File: config.mk
export PLATFORM = sky130hd
export DESIGN_NAME = ai_move_sel_flat
export DESIGN_NICKNAME = d
export VERILOG_FILES = /design/src/rtl/tictactoe_pkg.sv /design/src/rtl/ai_move_sel_if.sv /design/src/rtl/ttt_line_eval.sv /design/src/rtl/ai_move_sel.sv /design/src/flat_wrapper.sv
export SDC_FILE = /design/constraint.sdc
export NUM_CORES = 1
export LEC_CHECK = 0
export CAP_MARGIN = 25
export CORE_MARGIN = 5
export CORE_UTILIZATION = 50
export CTS_CLUSTER_SIZE = 28
export DETAILED_ROUTE_END_ITERATION = 6
export PLACE_DENSITY = 0.77
export REMOVE_ABC_BUFFERS = 1
export SLEW_MARGIN = 20
export SYNTH_ARGS = -nofsm -noshare
export SYNTH_HDL_FRONTEND = slang
export SYNTH_SLANG_ARGS = --single-unit
File: constraint.sdc
create_clock -name clk -period 5.4 [get_ports clk]
set_input_delay 1.08 -clock clk [delete_from_list [all_inputs] [get_ports clk]]
set_output_delay 1.08 -clock clk [all_outputs]
set_load 0.01 [all_outputs]
File: src/rtl/tictactoe_pkg.sv
// Shared tic-tac-toe board definitions: tile masks, line table, fallback order
// and the move-selector FSM encoding. Tile t lives at board bit 8-t.
package tictactoe_pkg;

    localparam int N_TILES = 9;
    localparam int N_LINES = 8;

    typedef logic [N_TILES-1:0] board_t;

    localparam board_t TILE_MASK [N_TILES] = '{
        9'b100_000_000, 9'b010_000_000, 9'b001_000_000,
        9'b000_100_000, 9'b000_010_000, 9'b000_001_000,
        9'b000_000_100, 9'b000_000_010, 9'b000_000_001
    };

    // Rows, then columns, then the two diagonals; scan order is significant.
    localparam board_t LINE_MASK [N_LINES] = '{
        9'b111_000_000, 9'b000_111_000, 9'b000_000_111,
        9'b100_100_100, 9'b010_010_010, 9'b001_001_001,
        9'b100_010_001, 9'b001_010_100
    };

    // Centre first, then corners, then edges.
    localparam logic [3:0] FALLBACK_ORDER [N_TILES] = '{
        4'd4, 4'd0, 4'd2, 4'd6, 4'd8, 4'd1, 4'd3, 4'd5, 4'd7
    };

    typedef enum logic [2:0] {
        IDLE       = 3'd0,
        WIN_SCAN   = 3'd1,
        BLOCK_SCAN = 3'd2,
        FALLBACK   = 3'd3,
        DONE       = 3'd4
    } state_t;

endpackage

File: src/rtl/ai_move_sel_if.sv
// Request/response bundle between the game controller and the AI move selector.
interface ai_move_sel_if;
    import tictactoe_pkg::*;

    logic   start;
    board_t X_state;
    board_t O_state;
    board_t AIMove;
    logic   move_valid;
    logic   busy;
    logic   no_move;

    modport master (
        output start, X_state, O_state,
        input  AIMove, move_valid, busy, no_move
    );

    modport slave (
        input  start, X_state, O_state,
        output AIMove, move_valid, busy, no_move
    );

endinterface

File: src/rtl/ttt_line_eval.sv
// Combinational check of one line: does "own" hold two of its tiles with the
// third empty? Returns the empty tile one-hot when it does, zero otherwise.
module ttt_line_eval
    import tictactoe_pkg::*;
(
    input  board_t line_mask,
    input  board_t own,
    input  board_t occupied,
    output logic   hit,
    output board_t tile
);

    board_t own_in_line;
    board_t empty_in_line;

    assign own_in_line   = line_mask & own;
    assign empty_in_line = line_mask & ~occupied;

    assign hit  = ($countones(own_in_line) == 2) && ($countones(empty_in_line) == 1);
    assign tile = hit ? empty_in_line : '0;

endmodule

File: src/rtl/ai_move_sel.sv
// AI move selector: scans for a winning line, then a blocking line, then falls
// back to a fixed preference order, one line per cycle.
module ai_move_sel
    import tictactoe_pkg::*;
#(
    parameter bit STRATEGY = 1'b1
) (
    input logic         clk,
    input logic         rst,
    ai_move_sel_if.slave bus
);

    state_t     state;
    logic [2:0] idx;
    board_t     x_cap;
    board_t     o_cap;
    board_t     move;
    logic       move_valid;
    logic       busy;
    logic       no_move;

    board_t occupied;
    board_t own;
    logic   line_hit;
    board_t line_tile;
    board_t fb_tile;

    assign occupied = x_cap | o_cap;
    assign own      = (state == BLOCK_SCAN) ? o_cap : x_cap;

    ttt_line_eval u_line_eval (
        .line_mask (LINE_MASK[idx]),
        .own       (own),
        .occupied  (occupied),
        .hit       (line_hit),
        .tile      (line_tile)
    );

    // NOTE: fb_tile gets a default before the loop so no latch is inferred.
    always_comb begin
        fb_tile = '0;
        for (int i = 0; i < N_TILES; i++) begin
            if (fb_tile == '0 && (occupied & TILE_MASK[FALLBACK_ORDER[i]]) == '0)
                fb_tile = TILE_MASK[FALLBACK_ORDER[i]];
        end
    end

    // NOTE: all state uses non-blocking assignments so every register sees
    // the pre-edge values of the others.
    always_ff @(posedge clk or negedge rst) begin
        if (!rst) begin
            state      <= IDLE;
            idx        <= '0;
            x_cap      <= '0;
            o_cap      <= '0;
            move       <= '0;
            move_valid <= 1'b0;
            busy       <= 1'b0;
            no_move    <= 1'b0;
        end else begin
            case (state)
                IDLE: begin
                    if (bus.start) begin
                        x_cap   <= bus.X_state;
                        o_cap   <= bus.O_state;
                        move    <= '0;
                        no_move <= 1'b0;
                        busy    <= 1'b1;
                        idx     <= '0;
                        state   <= STRATEGY ? WIN_SCAN : FALLBACK;
                    end
                end
                WIN_SCAN, BLOCK_SCAN: begin
                    if (line_hit) begin
                        move       <= line_tile;
                        move_valid <= 1'b1;
                        state      <= DONE;
                    end else if (idx == 3'd7) begin
                        idx   <= '0;
                        state <= (state == WIN_SCAN) ? BLOCK_SCAN : FALLBACK;
                    end else begin
                        idx <= idx + 3'd1;
                    end
                end
                FALLBACK: begin
                    move       <= fb_tile;
                    no_move    <= (fb_tile == '0);
                    move_valid <= 1'b1;
                    state      <= DONE;
                end
                DONE: begin
                    move_valid <= 1'b0;
                    busy       <= 1'b0;
                    state      <= IDLE;
                end
                default: state <= IDLE;
            endcase
        end
    end

    assign bus.AIMove     = move;
    assign bus.move_valid = move_valid;
    assign bus.busy       = busy;
    assign bus.no_move    = no_move;

endmodule

File: src/flat_wrapper.sv
// flat-port wrapper written by rule: the top's interface ports become plain ports
module ai_move_sel_flat import tictactoe_pkg::*;
#(
    parameter bit STRATEGY = 1'b1
)
  (clk, rst, bus_start, bus_X_state, bus_O_state, bus_AIMove, bus_move_valid, bus_busy, bus_no_move);
  ai_move_sel_if bus_i ();
  input logic clk;
  input logic rst;
  input wire logic [$bits(bus_i.start)-1:0] bus_start;
  input wire logic [$bits(bus_i.X_state)-1:0] bus_X_state;
  input wire logic [$bits(bus_i.O_state)-1:0] bus_O_state;
  output wire logic [$bits(bus_i.AIMove)-1:0] bus_AIMove;
  output wire logic [$bits(bus_i.move_valid)-1:0] bus_move_valid;
  output wire logic [$bits(bus_i.busy)-1:0] bus_busy;
  output wire logic [$bits(bus_i.no_move)-1:0] bus_no_move;
  assign bus_i.start = bus_start;
  assign bus_i.X_state = bus_X_state;
  assign bus_i.O_state = bus_O_state;
  assign bus_AIMove = bus_i.AIMove;
  assign bus_move_valid = bus_i.move_valid;
  assign bus_busy = bus_i.busy;
  assign bus_no_move = bus_i.no_move;
  ai_move_sel #(.STRATEGY(STRATEGY)) u_core (.clk(clk), .rst(rst), .bus(bus_i));
endmodule
# Word level (Yosys, flattened, before mapping)
# Memory sizes are Yosys's and may differ from the RTL's.
# Cells that the tools add are included.
# word_totals
wordCells	114
input_bits	21
memories	1
mem_bits_ro	72
out_inout_bits	12
register_bits	36
# memory_table
memory	depth	width	rd	rd_clocked_by_memory_dff	wr	line_no	source
(no name shown)	8	9	1	0	0	ai_move_sel.sv:32	.line_mask (LINE_MASK[idx]),
# classes
add_sub_neg	17
n_reduce_logical	41
magnitude_cmp	1
bitwise	5
n_eq_ne	11
mux	30
# op_table
cell	count
$logic_not A9 Y1	18
$mux W9	13
$pmux W9 S3	1
$and A9 B9 Y9	2
$mux W3	6
$add A1 B1 Y2	8
$add A2 B2 Y3	4
$add A4 B1 Y5	2
$reduce_and A2 Y1	5
$logic_and A1 B1 Y1	9
$not A9 Y9	1
$or A9 B9 Y9	1
$pmux W3 S3	1
$add A3 B3 Y4	2
$eq A3 B2 Y1 const B	2
$eq A3 B3 Y1 const B	2
$pmux W3 S2	1
$reduce_and A3 Y1	2
$reduce_bool A2 Y1	3
$reduce_bool A3 Y1	2
$eq A5 B1 Y1 const B	1
$eq A5 B2 Y1 const B	1
$mux W5	1
$ge A4 B4 Y1 const B	1
11 further kinds	16

# Logic depth before layout (Yosys ltp)
# logic_depth
depth_word	29
depth_mapped	18
mapped_depth_nobuf	17

# Cells and area by module
# Synthesis repeated with hierarchy kept, for this count alone.
# hier_totals
cells_unflattened	257
area_unflattened_um2	2670.1
# by_module_without_submodules
mod	n_inst	cells_per_inst	area_per_inst_um2
ai_move_sel	1	187	1994.4
ttt_line_eval	1	70	675.6

# Worst setup path after synthesis
# OpenSTA, ideal clock, no wires.
# synth_timing
kind	reg2reg
startpoint	register u_core.idx[0]
endpoint	register u_core.move[0], in the netlist u_core.bus.AIMove[0]
required_time_ps	5275
arrival_ps	4894
path_slack_ps	381
setup_ps	125
n_path_buf	1
path_stages_with_launch	16
synth_period_minus_slack_ps	5019
cell_sequence	dfrtp_1 inv_1 ha_1 a21oi_1 a21oi_1 fa_1 inv_1 fa_1 fa_1 fa_1 fa_1 nor4b_4 o2111ai_4 a211o_1 buf_6 mux2_4
# synth_between
elab_chain_len	13
word_cells_on_any_way	29
cone_classes	add/sub: 16; eq/ne: 3; mux: 4; bitwise: 3; reduce/logical: 2; memory: 1
# synth_rtl
item	line_no	source
from (decl)	ai_move_sel.sv:14	logic [2:0] idx;
from (signal assigned)	ai_move_sel.sv:82	idx <= idx + 3'd1;
$not A3 Y4 (implied by the code) *	ai_move_sel.sv:32	
$mem_v2 Z8 W9 *	-	
$mux W9 (implied by the code) * (2 in a row)	ai_move_sel.sv:32	
$and A9 B9 Y9 (on tied branches)	ttt_line_eval.sv:16, ttt_line_eval.sv:17	
$add A1 B1 Y2 (implied by the code)	ttt_line_eval.sv:19	assign hit = ($countones(own_in_line) == 2) && ($countones(empty_in_line) == 1);
$add A2 B2 Y3 (implied by the code)	ttt_line_eval.sv:19	
$add A3 B3 Y4 (implied by the code)	ttt_line_eval.sv:19	
$add A4 B1 Y5 (implied by the code)	ttt_line_eval.sv:19	
$eq A5 B2 Y1 or $eq A5 B1 Y1 (tied branches)	ttt_line_eval.sv:19	
$logic_and A1 B1 Y1	ttt_line_eval.sv:19	
$ne A2 B1 Y1 (no source line)	-	
$reduce_and A3 Y1 (no source line)	-	
to (signal assigned)	ai_move_sel.sv:75	move <= line_tile;
to (signal assigned)	ai_move_sel.sv:86	move <= fb_tile;
to (decl)	ai_move_sel.sv:17	board_t move;
# Mark *: on every way between the ends. The rest lies on a longest branch, timed or not. The select of a mux whose other input is x is not followed.
# A chain may end at the register's enable or synchronous reset.

# Worst setup path in the final report
# Ends and elaborated chain as after synthesis.

==> flow_summary.yaml <==
floorplanning:
  core_area_um2: 4690
  die_y_um: 79.1
  io_pins: 33
  die_area_um2: 6250
  std_cell_rows: 25
  start_util_pct: 50.9
  die_x_um: 79.1
clock_network:
  cts.sinks: 36
  root_buffer: "clkbuf_8"
  cts_made_buffers: 5
  cts_setup_buffers: 0
  clkTransAtPathRegs_ps: 70
  clk_latency_ps: 290
  h-tree-depth: 2
  cts_tree: "done"
  clock_path_buffers: 2
synthesis:
  syn_inst: 220
  ys_ff_latch: 36
  netlist_top_cells_count: "dfrtp_1, nand2_1, mux2_1"
  synth_top_area_share_pct: 37.8
  synth_top_area_cell: "dfrtp_1"
  yosys_warnings: 0
  synth_most_common_cell: "dfrtp_1"
  yosys-top-cells-area: "dfrtp_1, fa_1, mux2_1"
  ys.flop_type: "dfrtp_1"
  synth-seq-area-share_pct: 37.8
  synth_edf_count: 0
  ys_types: 45
  synth.cell_area_um2: 2390
  async_reset_ff_share_pct: 100
  avgSynthCellArea_um2: 10.8
pwr:
  power_density_nw_per_um2: 691
  power_leakage_nw: 1.27
  ir_drop_uv: 352
sta:
  slew_headroom_pct: 59.7
  tns_ps: 0
  fmax_mhz: 194
  period_share_pct: 95.5
  fin_crit_ps: 5160
  timing.hold.ws_ps: 502
  rsz0062_at_grt: "no"
  setup_violations: 0
  finClkSkew_ps: 11.7
  drv_slew: 0
  hold_viol: 0
  worstMarginPinSlew_ps: 604
worst_setup_path:
  end_kind: "flop"
  crit_chain: "inv_1, ha_1, a21oi_1, a21oi_1, fa_1, inv_1, fa_1, fa_1, fa_1, fa_1, nor4b_4, o2111ai_4, a211o_2, mux2_4"
  crit_slowest_cell: "fa_1"
  path_delay_family: "adder cells"
  cp-start-kind: "flop"
  worstSetupPathType: "reg2reg"
  worst_ep_required_time_ps: 5560
  crit_top_cell: "fa_1"
  critical_path.max_fanout: 9
  critPathMaxStageDelay_ps: 540
  arrival_ps: 5320
  timing.critical_path.buf_inv: 2
flow_run:
  max_cap_violations: 0
final_layout:
  area_delta_synth_final_pct: 22.2
  drive_gt1_share_pct: 16.6
  final-seq-area_um2: 902
  fillers: 383
  multi_input_area_um2: 1390
  diodes: 0
  nets: 299
  layout.cells.non_filler: 313
route:
  first_pass_iters: 4
  ant_nets: 0
  drt-initial-drc-count: 165
  wl_mm: 4.99
  drc: 0
  via_per_inst: 5.55
  wl_per_cell_um: 15.9
  vias: 1736
global_route:
  grt_pass1_vias: 1820
  grt-ovfl-total: 0
  grt_pass1_wl_mm: 8.80
  grt_antenna_before_repair: 0
  grt_max_degree: 37
  track_usage_pct: 18.2
place:
  place_inst: 305
  place_congestion: 0.988
  dp.final_hpwl_mm: 4.05
  port_buffers: 32
run_status:
  run_status: "completed"
hold_path:
  hold_class: "reg2reg"
## path summary, 6_finish.rpt
check                                                   end  cells past startpoint  slack, ps                        start
max                        u_core.bus.AIMove[0]$_DFFE_PN0P_                     14        240    u_core.idx[0]$_DFFE_PN0P_
min                             u_core.x_cap[5]$_DFFE_PN0P_                      1        500  u_core.x_cap[5]$_DFFE_PN0P_
min reg2reg                     u_core.x_cap[5]$_DFFE_PN0P_                      1        500  u_core.x_cap[5]$_DFFE_PN0P_
max in group asynchronous         u_core.idx[0]$_DFFE_PN0P_                      2       3860                          rst
min in group asynchronous  u_core.bus.AIMove[4]$_DFFE_PN0P_                      2       1200                          rst
max reg2reg                u_core.bus.AIMove[0]$_DFFE_PN0P_                     14        240    u_core.idx[0]$_DFFE_PN0P_
## report_power, final
group,total [mW],leakage [nW],switching (mW),internal [mW]
Clock,0.260,0.0645,0.0966,0.163
Sequential,0.517,0.446,0.122,0.395
Combinational,1.24,0.765,0.616,0.622
## cell families (layout without fill, tap and decap cells)
logic type      after synthesis  in the layout  share of synthesized area [%]
buf+inv                      22             61                           4.09
flops                        36             36                           37.8
fa+ha+maj                    20             20                           13.6
compound gates               44             44                           12.9
mux                          35             35                           17.6
simple gates                 63             63                           14.0
## routing by layer
metal / part of all wire, % / up-vias / wire (um) / GRT usage [%]
met5: 0 / - / 0 / 0
met4: 1.3 / 0 / 63 / 4.81
met3: 4.7 / 6 / 237 / 3.29
met2: 48 / 47 / 2390 / 30.5
met1: 46 / 838 / 2300 / 24.2
li1: - / 845 / - / -
## registers in the layout, indices dropped and copies added (netlist names)
name	count
u_core.bus.busy	1
u_core.bus.AIMove	9
u_core.o_cap	9
u_core.state	3
u_core.bus.move_valid	1
u_core.idx	3
u_core.bus.no_move	1
u_core.x_cap	9
## layout by cell type (no fill, tap or decap), drive strengths merged, types with 2 or more instances in the layout
master,n
a21boi,3
clkdlybuf4s50,32
buf,7
mux2i,3
nor2,15
a211oi,3
a21oi,9
o22ai,3
or3,3
dfrtp,36
or2,3
a2111oi,2
clkbuf,7
nand2,21
a21o,2
nand3,2
nor2b,4
nor3,3
inv,14
ha,10
mux2,32
nand2b,7
fa,10
o31ai,2
o21ai,12
## timing repair
item                       4_1_cts  5_1_grt
resized for setup                0        2
hold buffers                     0        0
setup endpoints to repair        0        8
## cell type report
class                   count  area share [%]
clock buffers               7            3.30
clock inverters             1            1.03
inverters                  14            1.80
multi-input cells         162            47.7
flip-flops and latches     36            30.9
well taps                  54            2.32
repair buffers             39            12.9
## through the flow
stage | worst slack (ps) | power (mW) | cell area (um^2) | utilization [%]
floorplan | 311 | 1.43 | 2340 | -
global placement | 252 | 1.74 | 2780 | 59.2
detailed placement | 117 | 1.77 | 2790 | 59.4
CTS | 105 | 2.04 | 2910 | 62.1
global route | 17.0 | 2.21 | 2920 | 62.2
finish | 244 | 2.02 | 2920 | 62.2
No activity file was read; power rests on OpenSTA's default activity.
